==> src/rtl/sorter_stepper_ctrl_pkg.sv <==
// Shared types and constants for the waste-sorter diverter controller:
// FSM states, material class codes, stepper phase tables and the sensor
// pattern decoder.
package sorter_pkg;

  typedef enum logic [2:0] {
    IDLE,
    ARM,
    CLASSIFY,
    MOVE_OUT,
    DWELL,
    MOVE_BACK,
    DONE,
    WAIT_CLEAR
  } state_t;

  localparam logic [1:0] CLS_METAL   = 2'd0;
  localparam logic [1:0] CLS_PLASTIC = 2'd1;
  localparam logic [1:0] CLS_GLASS   = 2'd2;

  // Element 0 is the rightmost entry; index 0 is the first phase driven.
  localparam logic [3:0][3:0] FULL_STEP_TABLE = {
    4'b1001, 4'b0011, 4'b0110, 4'b1100
  };

  localparam logic [7:0][3:0] HALF_STEP_TABLE = {
    4'b1001, 4'b0001, 4'b0011, 4'b0010,
    4'b0110, 4'b0100, 4'b1100, 4'b1000
  };

  typedef struct packed {
    logic       valid;
    logic [1:0] cls;
  } class_dec_t;

  // Inductive+photo -> metal, photo only -> plastic, neither -> glass.
  // Inductive without photo is not a known material.
  function automatic class_dec_t decode_class(input logic ind, input logic pho);
    class_dec_t dec;
    dec.valid = 1'b1;
    dec.cls   = CLS_GLASS;
    case ({ind, pho})
      2'b11:   dec.cls = CLS_METAL;
      2'b01:   dec.cls = CLS_PLASTIC;
      2'b00:   dec.cls = CLS_GLASS;
      default: dec.valid = 1'b0;
    endcase
    return dec;
  endfunction

endpackage

==> src/rtl/sorter_stepper_ctrl_phase_gen.sv <==
// Stepper phase generator: keeps the phase index, advances it one position
// per tick in the requested direction and registers the matching coil word.
module stepper_phase_gen
  import sorter_pkg::*;
(
  input  logic       clk,
  input  logic       rst_n,
  input  logic       i_tick,
  input  logic       i_dir,
  input  logic       i_half_step,
  input  logic       i_clear_out,
  output logic [3:0] o_coil
);

  logic [2:0] r_idx;
  logic [3:0] r_coil;
  logic [2:0] w_idx_step;
  logic [2:0] w_idx_next;
  logic [3:0] w_coil_lookup;

  // Next phase index with wrap, and the coil word for the current index.
  // NOTE: every signal assigned in an always_comb gets a value on every path
  // (here unconditionally); a missed path would infer a latch.
  always_comb begin
    w_idx_step    = i_dir ? (r_idx + 3'd1) : (r_idx - 3'd1);
    w_idx_next    = i_half_step ? w_idx_step : {1'b0, w_idx_step[1:0]};
    w_coil_lookup = i_half_step ? HALF_STEP_TABLE[r_idx]
                                : FULL_STEP_TABLE[r_idx[1:0]];
  end

  // Index and coil registers; the index survives clear so the return move
  // continues from where the outbound move stopped.
  // NOTE: state registers use non-blocking assignments so every flop samples
  // the pre-edge values, independent of block ordering.
  always_ff @(posedge clk or negedge rst_n) begin
    if (!rst_n) begin
      r_idx  <= '0;
      r_coil <= '0;
    end else begin
      if (i_tick) begin
        r_idx <= w_idx_next;
      end
      if (i_clear_out) begin
        r_coil <= '0;
      end else if (i_tick) begin
        r_coil <= w_coil_lookup;
      end
    end
  end

  assign o_coil = r_coil;

endmodule

==> src/rtl/sorter_stepper_ctrl.sv <==
// Waste-sorter diverter controller: synchronises the three sensors, samples
// them over a settle window, classifies the object, steps the diverter out
// and back, then waits for the object to leave before re-arming.
module sorter_stepper_ctrl
  import sorter_pkg::*;
#(
  parameter int unsigned STEP_DELAY    = 150000,
  parameter int unsigned DWELL_CYCLES  = 100000000,
  parameter int unsigned SETTLE_CYCLES = 1000,
  parameter logic [15:0] STEPS_METAL   = 16'd300,
  parameter logic [15:0] STEPS_PLASTIC = 16'd300,
  parameter logic [15:0] STEPS_GLASS   = 16'd1000,
  parameter logic [2:0]  DIR_MASK      = 3'b101,
  parameter bit          HALF_STEP     = 1'b0
) (
  input  logic       clk,
  input  logic       rst_n,
  input  logic       enable,
  input  logic       capacitive,
  input  logic       inductive,
  input  logic       photo,
  output logic [3:0] motor_pregrada,
  output logic       busy,
  output logic       class_valid,
  output logic [1:0] class_id,
  output logic       reject,
  output logic       cycle_done
);

  localparam logic [31:0] STEP_LAST   = 32'(STEP_DELAY - 1);
  localparam logic [31:0] DWELL_LAST  = 32'(DWELL_CYCLES - 1);
  localparam logic [31:0] SETTLE_LAST = 32'(SETTLE_CYCLES - 1);

  state_t     r_state;
  state_t     w_state_next;

  logic       r_cap_meta, r_cap_sync;
  logic       r_ind_meta, r_ind_sync;
  logic       r_pho_meta, r_pho_sync;

  logic       r_ind_l, r_pho_l;
  logic [31:0] r_settle_cnt;
  logic [31:0] r_delay_cnt;
  logic [31:0] r_dwell_cnt;
  logic [15:0] r_steps_done;
  logic [15:0] r_target;
  logic       r_dir_out;

  logic       r_class_valid;
  logic [1:0] r_class_id;
  logic       r_reject;
  logic       r_cycle_done;

  class_dec_t w_dec;
  logic       w_tick;
  logic       w_dir;
  logic       w_clear;

  assign w_dec = decode_class(r_ind_l, r_pho_l);

  // Two-flop synchronisers; capacitive idles high (no object) out of reset
  // so the controller cannot arm on the synchroniser's reset value.
  always_ff @(posedge clk or negedge rst_n) begin
    if (!rst_n) begin
      r_cap_meta <= 1'b1;
      r_cap_sync <= 1'b1;
      r_ind_meta <= 1'b0;
      r_ind_sync <= 1'b0;
      r_pho_meta <= 1'b0;
      r_pho_sync <= 1'b0;
    end else begin
      r_cap_meta <= capacitive;
      r_cap_sync <= r_cap_meta;
      r_ind_meta <= inductive;
      r_ind_sync <= r_ind_meta;
      r_pho_meta <= photo;
      r_pho_sync <= r_pho_meta;
    end
  end

  // State register.
  always_ff @(posedge clk or negedge rst_n) begin
    if (!rst_n) begin
      r_state <= IDLE;
    end else begin
      r_state <= w_state_next;
    end
  end

  // Next-state decode and step tick; a move whose step count is already met
  // leaves before ticking, so a zero target produces no steps.
  always_comb begin
    w_state_next = r_state;
    w_tick       = 1'b0;
    case (r_state)
      IDLE: begin
        if (enable && !r_cap_sync) w_state_next = ARM;
      end
      ARM: begin
        if (r_settle_cnt == SETTLE_LAST) w_state_next = CLASSIFY;
      end
      CLASSIFY: begin
        w_state_next = w_dec.valid ? MOVE_OUT : WAIT_CLEAR;
      end
      MOVE_OUT: begin
        if (r_steps_done == r_target)     w_state_next = DWELL;
        else if (r_delay_cnt == STEP_LAST) w_tick = 1'b1;
      end
      DWELL: begin
        if (r_dwell_cnt == DWELL_LAST) w_state_next = MOVE_BACK;
      end
      MOVE_BACK: begin
        if (r_steps_done == r_target)     w_state_next = DONE;
        else if (r_delay_cnt == STEP_LAST) w_tick = 1'b1;
      end
      DONE: begin
        w_state_next = WAIT_CLEAR;
      end
      WAIT_CLEAR: begin
        if (r_cap_sync) w_state_next = IDLE;
      end
      default: begin
        w_state_next = IDLE;
      end
    endcase
  end

  // Counters, sticky sensor latches and the per-class move setup.
  always_ff @(posedge clk or negedge rst_n) begin
    if (!rst_n) begin
      r_settle_cnt <= '0;
      r_delay_cnt  <= '0;
      r_dwell_cnt  <= '0;
      r_steps_done <= '0;
      r_target     <= '0;
      r_dir_out    <= 1'b0;
      r_ind_l      <= 1'b0;
      r_pho_l      <= 1'b0;
      r_class_id   <= CLS_METAL;
    end else begin
      if (w_state_next != r_state) begin
        r_settle_cnt <= '0;
        r_delay_cnt  <= '0;
        r_dwell_cnt  <= '0;
        r_steps_done <= '0;
      end else begin
        case (r_state)
          ARM:   r_settle_cnt <= r_settle_cnt + 32'd1;
          DWELL: r_dwell_cnt  <= r_dwell_cnt + 32'd1;
          MOVE_OUT, MOVE_BACK: begin
            if (w_tick) begin
              r_delay_cnt  <= '0;
              r_steps_done <= r_steps_done + 16'd1;
            end else begin
              r_delay_cnt <= r_delay_cnt + 32'd1;
            end
          end
          default: ;
        endcase
      end

      if (r_state == IDLE) begin
        r_ind_l <= r_ind_sync;
        r_pho_l <= r_pho_sync;
      end else if (r_state == ARM) begin
        r_ind_l <= r_ind_l | r_ind_sync;
        r_pho_l <= r_pho_l | r_pho_sync;
      end

      if (r_state == CLASSIFY && w_dec.valid) begin
        r_class_id <= w_dec.cls;
        case (w_dec.cls)
          CLS_METAL: begin
            r_target  <= STEPS_METAL;
            r_dir_out <= DIR_MASK[0];
          end
          CLS_PLASTIC: begin
            r_target  <= STEPS_PLASTIC;
            r_dir_out <= DIR_MASK[1];
          end
          default: begin
            r_target  <= STEPS_GLASS;
            r_dir_out <= DIR_MASK[2];
          end
        endcase
      end
    end
  end

  // Registered one-cycle status pulses so they align with the updated class.
  always_ff @(posedge clk or negedge rst_n) begin
    if (!rst_n) begin
      r_class_valid <= 1'b0;
      r_reject      <= 1'b0;
      r_cycle_done  <= 1'b0;
    end else begin
      r_class_valid <= (r_state == CLASSIFY) && w_dec.valid;
      r_reject      <= (r_state == CLASSIFY) && !w_dec.valid;
      r_cycle_done  <= (r_state == MOVE_BACK) && (w_state_next == DONE);
    end
  end

  assign w_dir   = (r_state == MOVE_BACK) ? ~r_dir_out : r_dir_out;
  assign w_clear = (w_state_next != MOVE_OUT) && (w_state_next != MOVE_BACK);

  stepper_phase_gen u_phase_gen (
    .clk         (clk),
    .rst_n       (rst_n),
    .i_tick      (w_tick),
    .i_dir       (w_dir),
    .i_half_step (HALF_STEP),
    .i_clear_out (w_clear),
    .o_coil      (motor_pregrada)
  );

  assign busy        = (r_state != IDLE);
  assign class_valid = r_class_valid;
  assign class_id    = r_class_id;
  assign reject      = r_reject;
  assign cycle_done  = r_cycle_done;

endmodule

==> config.mk <==
export PLATFORM = sky130hd
export DESIGN_NAME = sorter_stepper_ctrl
export DESIGN_NICKNAME = d
export VERILOG_FILES = /design/src/rtl/sorter_stepper_ctrl_pkg.sv /design/src/rtl/sorter_stepper_ctrl_phase_gen.sv /design/src/rtl/sorter_stepper_ctrl.sv
export SDC_FILE = /design/constraint.sdc
export NUM_CORES = 1
export LEC_CHECK = 0
export CAP_MARGIN = 20
export CELL_PAD_IN_SITES_DETAIL_PLACEMENT = 1
export CELL_PAD_IN_SITES_GLOBAL_PLACEMENT = 1
export CORE_MARGIN = 8
export CORE_UTILIZATION = 53
export DETAILED_ROUTE_END_ITERATION = 8
export PLACE_DENSITY = 0.88
export SETUP_SLACK_MARGIN = 0.4
export SLEW_MARGIN = 20
export SYNTH_ARGS = -nofsm -noshare
export SYNTH_HDL_FRONTEND = slang
export SYNTH_HIERARCHICAL = 1
export SYNTH_SLANG_ARGS = --single-unit
==> constraint.sdc <==
create_clock -name clk -period 4 [get_ports clk]
set_clock_uncertainty 0.1 [all_clocks]
set_input_delay 0.6 -clock clk [delete_from_list [all_inputs] [get_ports clk]]
set_output_delay 0.6 -clock clk [all_outputs]
set_load 0.01 [all_outputs]
==> impl_metrics.csv <==
group,metric,value,unit
outcome,outcome,"finished clean",
critical_path,cp-end-kind,"output port",
floorplanning,die-area,18600,um2
synth,yosys_warnings,6,
critical_path,crit_required,3300,ps
sta,finalSetupViolations,0,
floorplanning,die_h,136,um
final_layout,final_util,0.592,
synth,yosys_register_bits,138,
detailed_routing,drcViolationCount,0,
detailed_routing,drtIter0Drc,296,
detailed_routing,ant_nets,0,
clocking,cts-htree-levels,4,
hold_path,hold_path_class,"in2async",
detailed_routing,drt-wirelength-per-cell,20.3,um
sta,slew_headroom,0.393,
sta,fin_crit,3300,ps
synth,yosysSeqAreaShare,0.451,
final_layout,drive_gt1_frac,0.102,
sta,finalHoldViolations,0,
detailed_routing,routed_via_density,6.23,
clocking,cts_root_buf,"clkbuf_16",
synth,synthArstFlopShare,1.00,
synth,yosysUniqueCellTypes,62,
global_routing,grt_pass1_wl,34.2,mm
synth,synth_top_flop_cell,"dfrtp_1",
synth,synth-edff-count,0,
placed_design,dp_hpwl,13.1,mm
clocking,ctsResizeCount,0,
power,totalPowerFinal,3.65,mW
clocking,cts_hold_buffers,0,
flow_run,maxCapViolCount,0,
sta,min_period_over_period,0.825,
final_layout,antenna_cells,0,
synth,syn_area,7660,um2
clocking,cts_sinks,138,
detailed_routing,wl,20.2,mm
global_routing,grt_overflow,0,
sta,tightest_slew,911,ps
final_layout,fin_cells,995,
global_routing,grt_max_degree,112,
final_layout,final_area,8480,um2
final_layout,final_nets,812,
synth,synth.largest_area_cell,"dfrtp_1",
power,irDropWorstVdd,0.310,mV
placed_design,portBuffers,15,
synth,synth_nets,813,
sta,rsz0062_at_grt,"false",
floorplanning,start_util,0.535,
critical_path,crit_type,"reg2out",
placed_design,post_dp_cell_area,7920,um2
synth,synth_most_common_cell,"dfrtp_1",
final_layout,area_delta_synth_final,10.7,%
placed_design,pre_cts_ws,1010,ps
global_routing,grt_pass1_vias,6592,
synth,synth_common_cells,"dfrtp_1, nor3_1, nand2_1",
placed_design,gp_congestion,0.818,
detailed_routing,vias,6202,
critical_path,cp_max_fo,17,
floorplanning,num_rows,44,
sta,fin_ws,702,ps
power,p_per_area,431,nW/um2
placed_design,dp_cells,963,
sta,hold_ws,172,ps
critical_path,cp_data_arrival_time,2600,ps
floorplanning,core_area,14300,um2
clocking,path_clk_slew,60,ps
power,leakage,3.44,nW
synth,avgSynthCellArea,9.59,um2
clocking,cts_setup_buffers,0,
clocking,cts_buffers,17,
clocking,max-clock-path-buffers,2,
synth,syn_inst,799,
critical_path,start_kind,"register",
sta,finalSetupTns,0,ps
synth,synth_top_area_share,0.444,
global_routing,antenna_found_initial,0,
sta,fmax,303,MHz
global_routing,grt_usage,0.232,
floorplanning,die_x,136,um
clocking,clk_latency,430,ps
floorplanning,io_pins,16,
detailed_routing,dr.pass1.iters,4,
sta,slew_viol_final,0,
synth,yosys-top-cells-area,"dfrtp_1, xnor2_1, nor3_1, xor2_1, nand2_1",
clocking,cts_tree,"yes",
==> power by group <==
part | switching [mW] | internal [mW]
Sequential | 0.206 | 1.54
Combinational | 0.222 | 0.186
Clock | 0.597 | 0.897
==> cells by family (layout without fill, tap and decap cells) <==
family                     count (synthesis)  in the layout  synth area share
and+or+nand+nor                          394            394             0.300
DFF                                      138            138             0.451
AOI/OAI and AO/OA                        104            104            0.0912
xor gates and xnor gates                  83             83            0.0949
buffers and inverters                     67             79            0.0426
adders and majority gates                  8              8            0.0140
muxes                                      4              4           0.00523
other                                      1              1          0.000490
==> metal layers <==
metal	track usage	vias to the layer above	routed length [um]
li1	-	2910	-
met1	0.286	3175	8900
met2	0.390	88	10300
met3	0.0540	29	635
met4	0.0824	0	339
met5	0	-	0
==> area by class of cell <==
type | instances | area (um2)
Clock inverter | 8 | 70.1
Multi-Input combinational cell | 594 | 3900
Tap cell | 184 | 230
Fill cell | 1606 | 5840
Inverter | 22 | 82.6
Timing Repair Buffer | 25 | 254
Clock buffer | 24 | 482
Sequential cell | 138 | 3460
==> registers in the layout (all words and copies together) (netlist names) <==
signal	cells
class_id	1
class_valid	1
cycle_done	1
r_cap_meta	1
r_cap_sync	1
r_delay_cnt	32
r_dir_out	1
r_dwell_cnt	32
r_ind_l	1
r_ind_meta	1
r_ind_sync	1
r_pho_l	1
r_pho_meta	1
r_pho_sync	1
r_settle_cnt	32
r_state	3
r_steps_done	16
r_target	3
reject	1
u_phase_gen/o_coil	4
u_phase_gen/r_idx	3
==> layout by cell type, fill, tap and decap left out, drive strengths merged, types with 3 or more instances in the layout <==
master and n:
or4 3, and3 26, nor4b 7, clkdlybuf4s50 14
o211ai 7, o31ai 4, inv 21, a21oi 27
nand2b 9, clkinv 6, nor4bb 3, dfrtp 136
or3 5, nor3 98, clkbuf 25, a31oi 20
nor3b 5, nand2 65, and4 13, xor2 32
xnor2 51, nor2b 5, nand4 25, o21a 12
and2 6, and4b 3, nor4 31, a41oi 4
ha 7, o21ai 14, buf 10, nand3 48
nor2 35, mux2i 4
==> critical path, cell delays in order (launching register included) <==
cell and delay, ps:
dfrtp_1 650, clkinv_1 460, nand2_1 430, clkdlybuf4s50_1 620
==> path summary, 6_finish.rpt <==
path                            startpoint                to  slack, ps  cells after the start
worst min register to register  r_ind_meta        r_ind_sync        250                      0
worst min-delay path                 rst_n   r_steps_done[3]        170                      1
max in group asynchronous            rst_n  r_settle_cnt[14]       2790                      2
worst max-delay path            r_state[0]              busy        700                      3
worst max register to register  r_state[0]  r_settle_cnt[21]        950                      7
min in group clk                r_ind_meta        r_ind_sync        250                      0
Note: power is estimated with default switching activity, not from simulation.
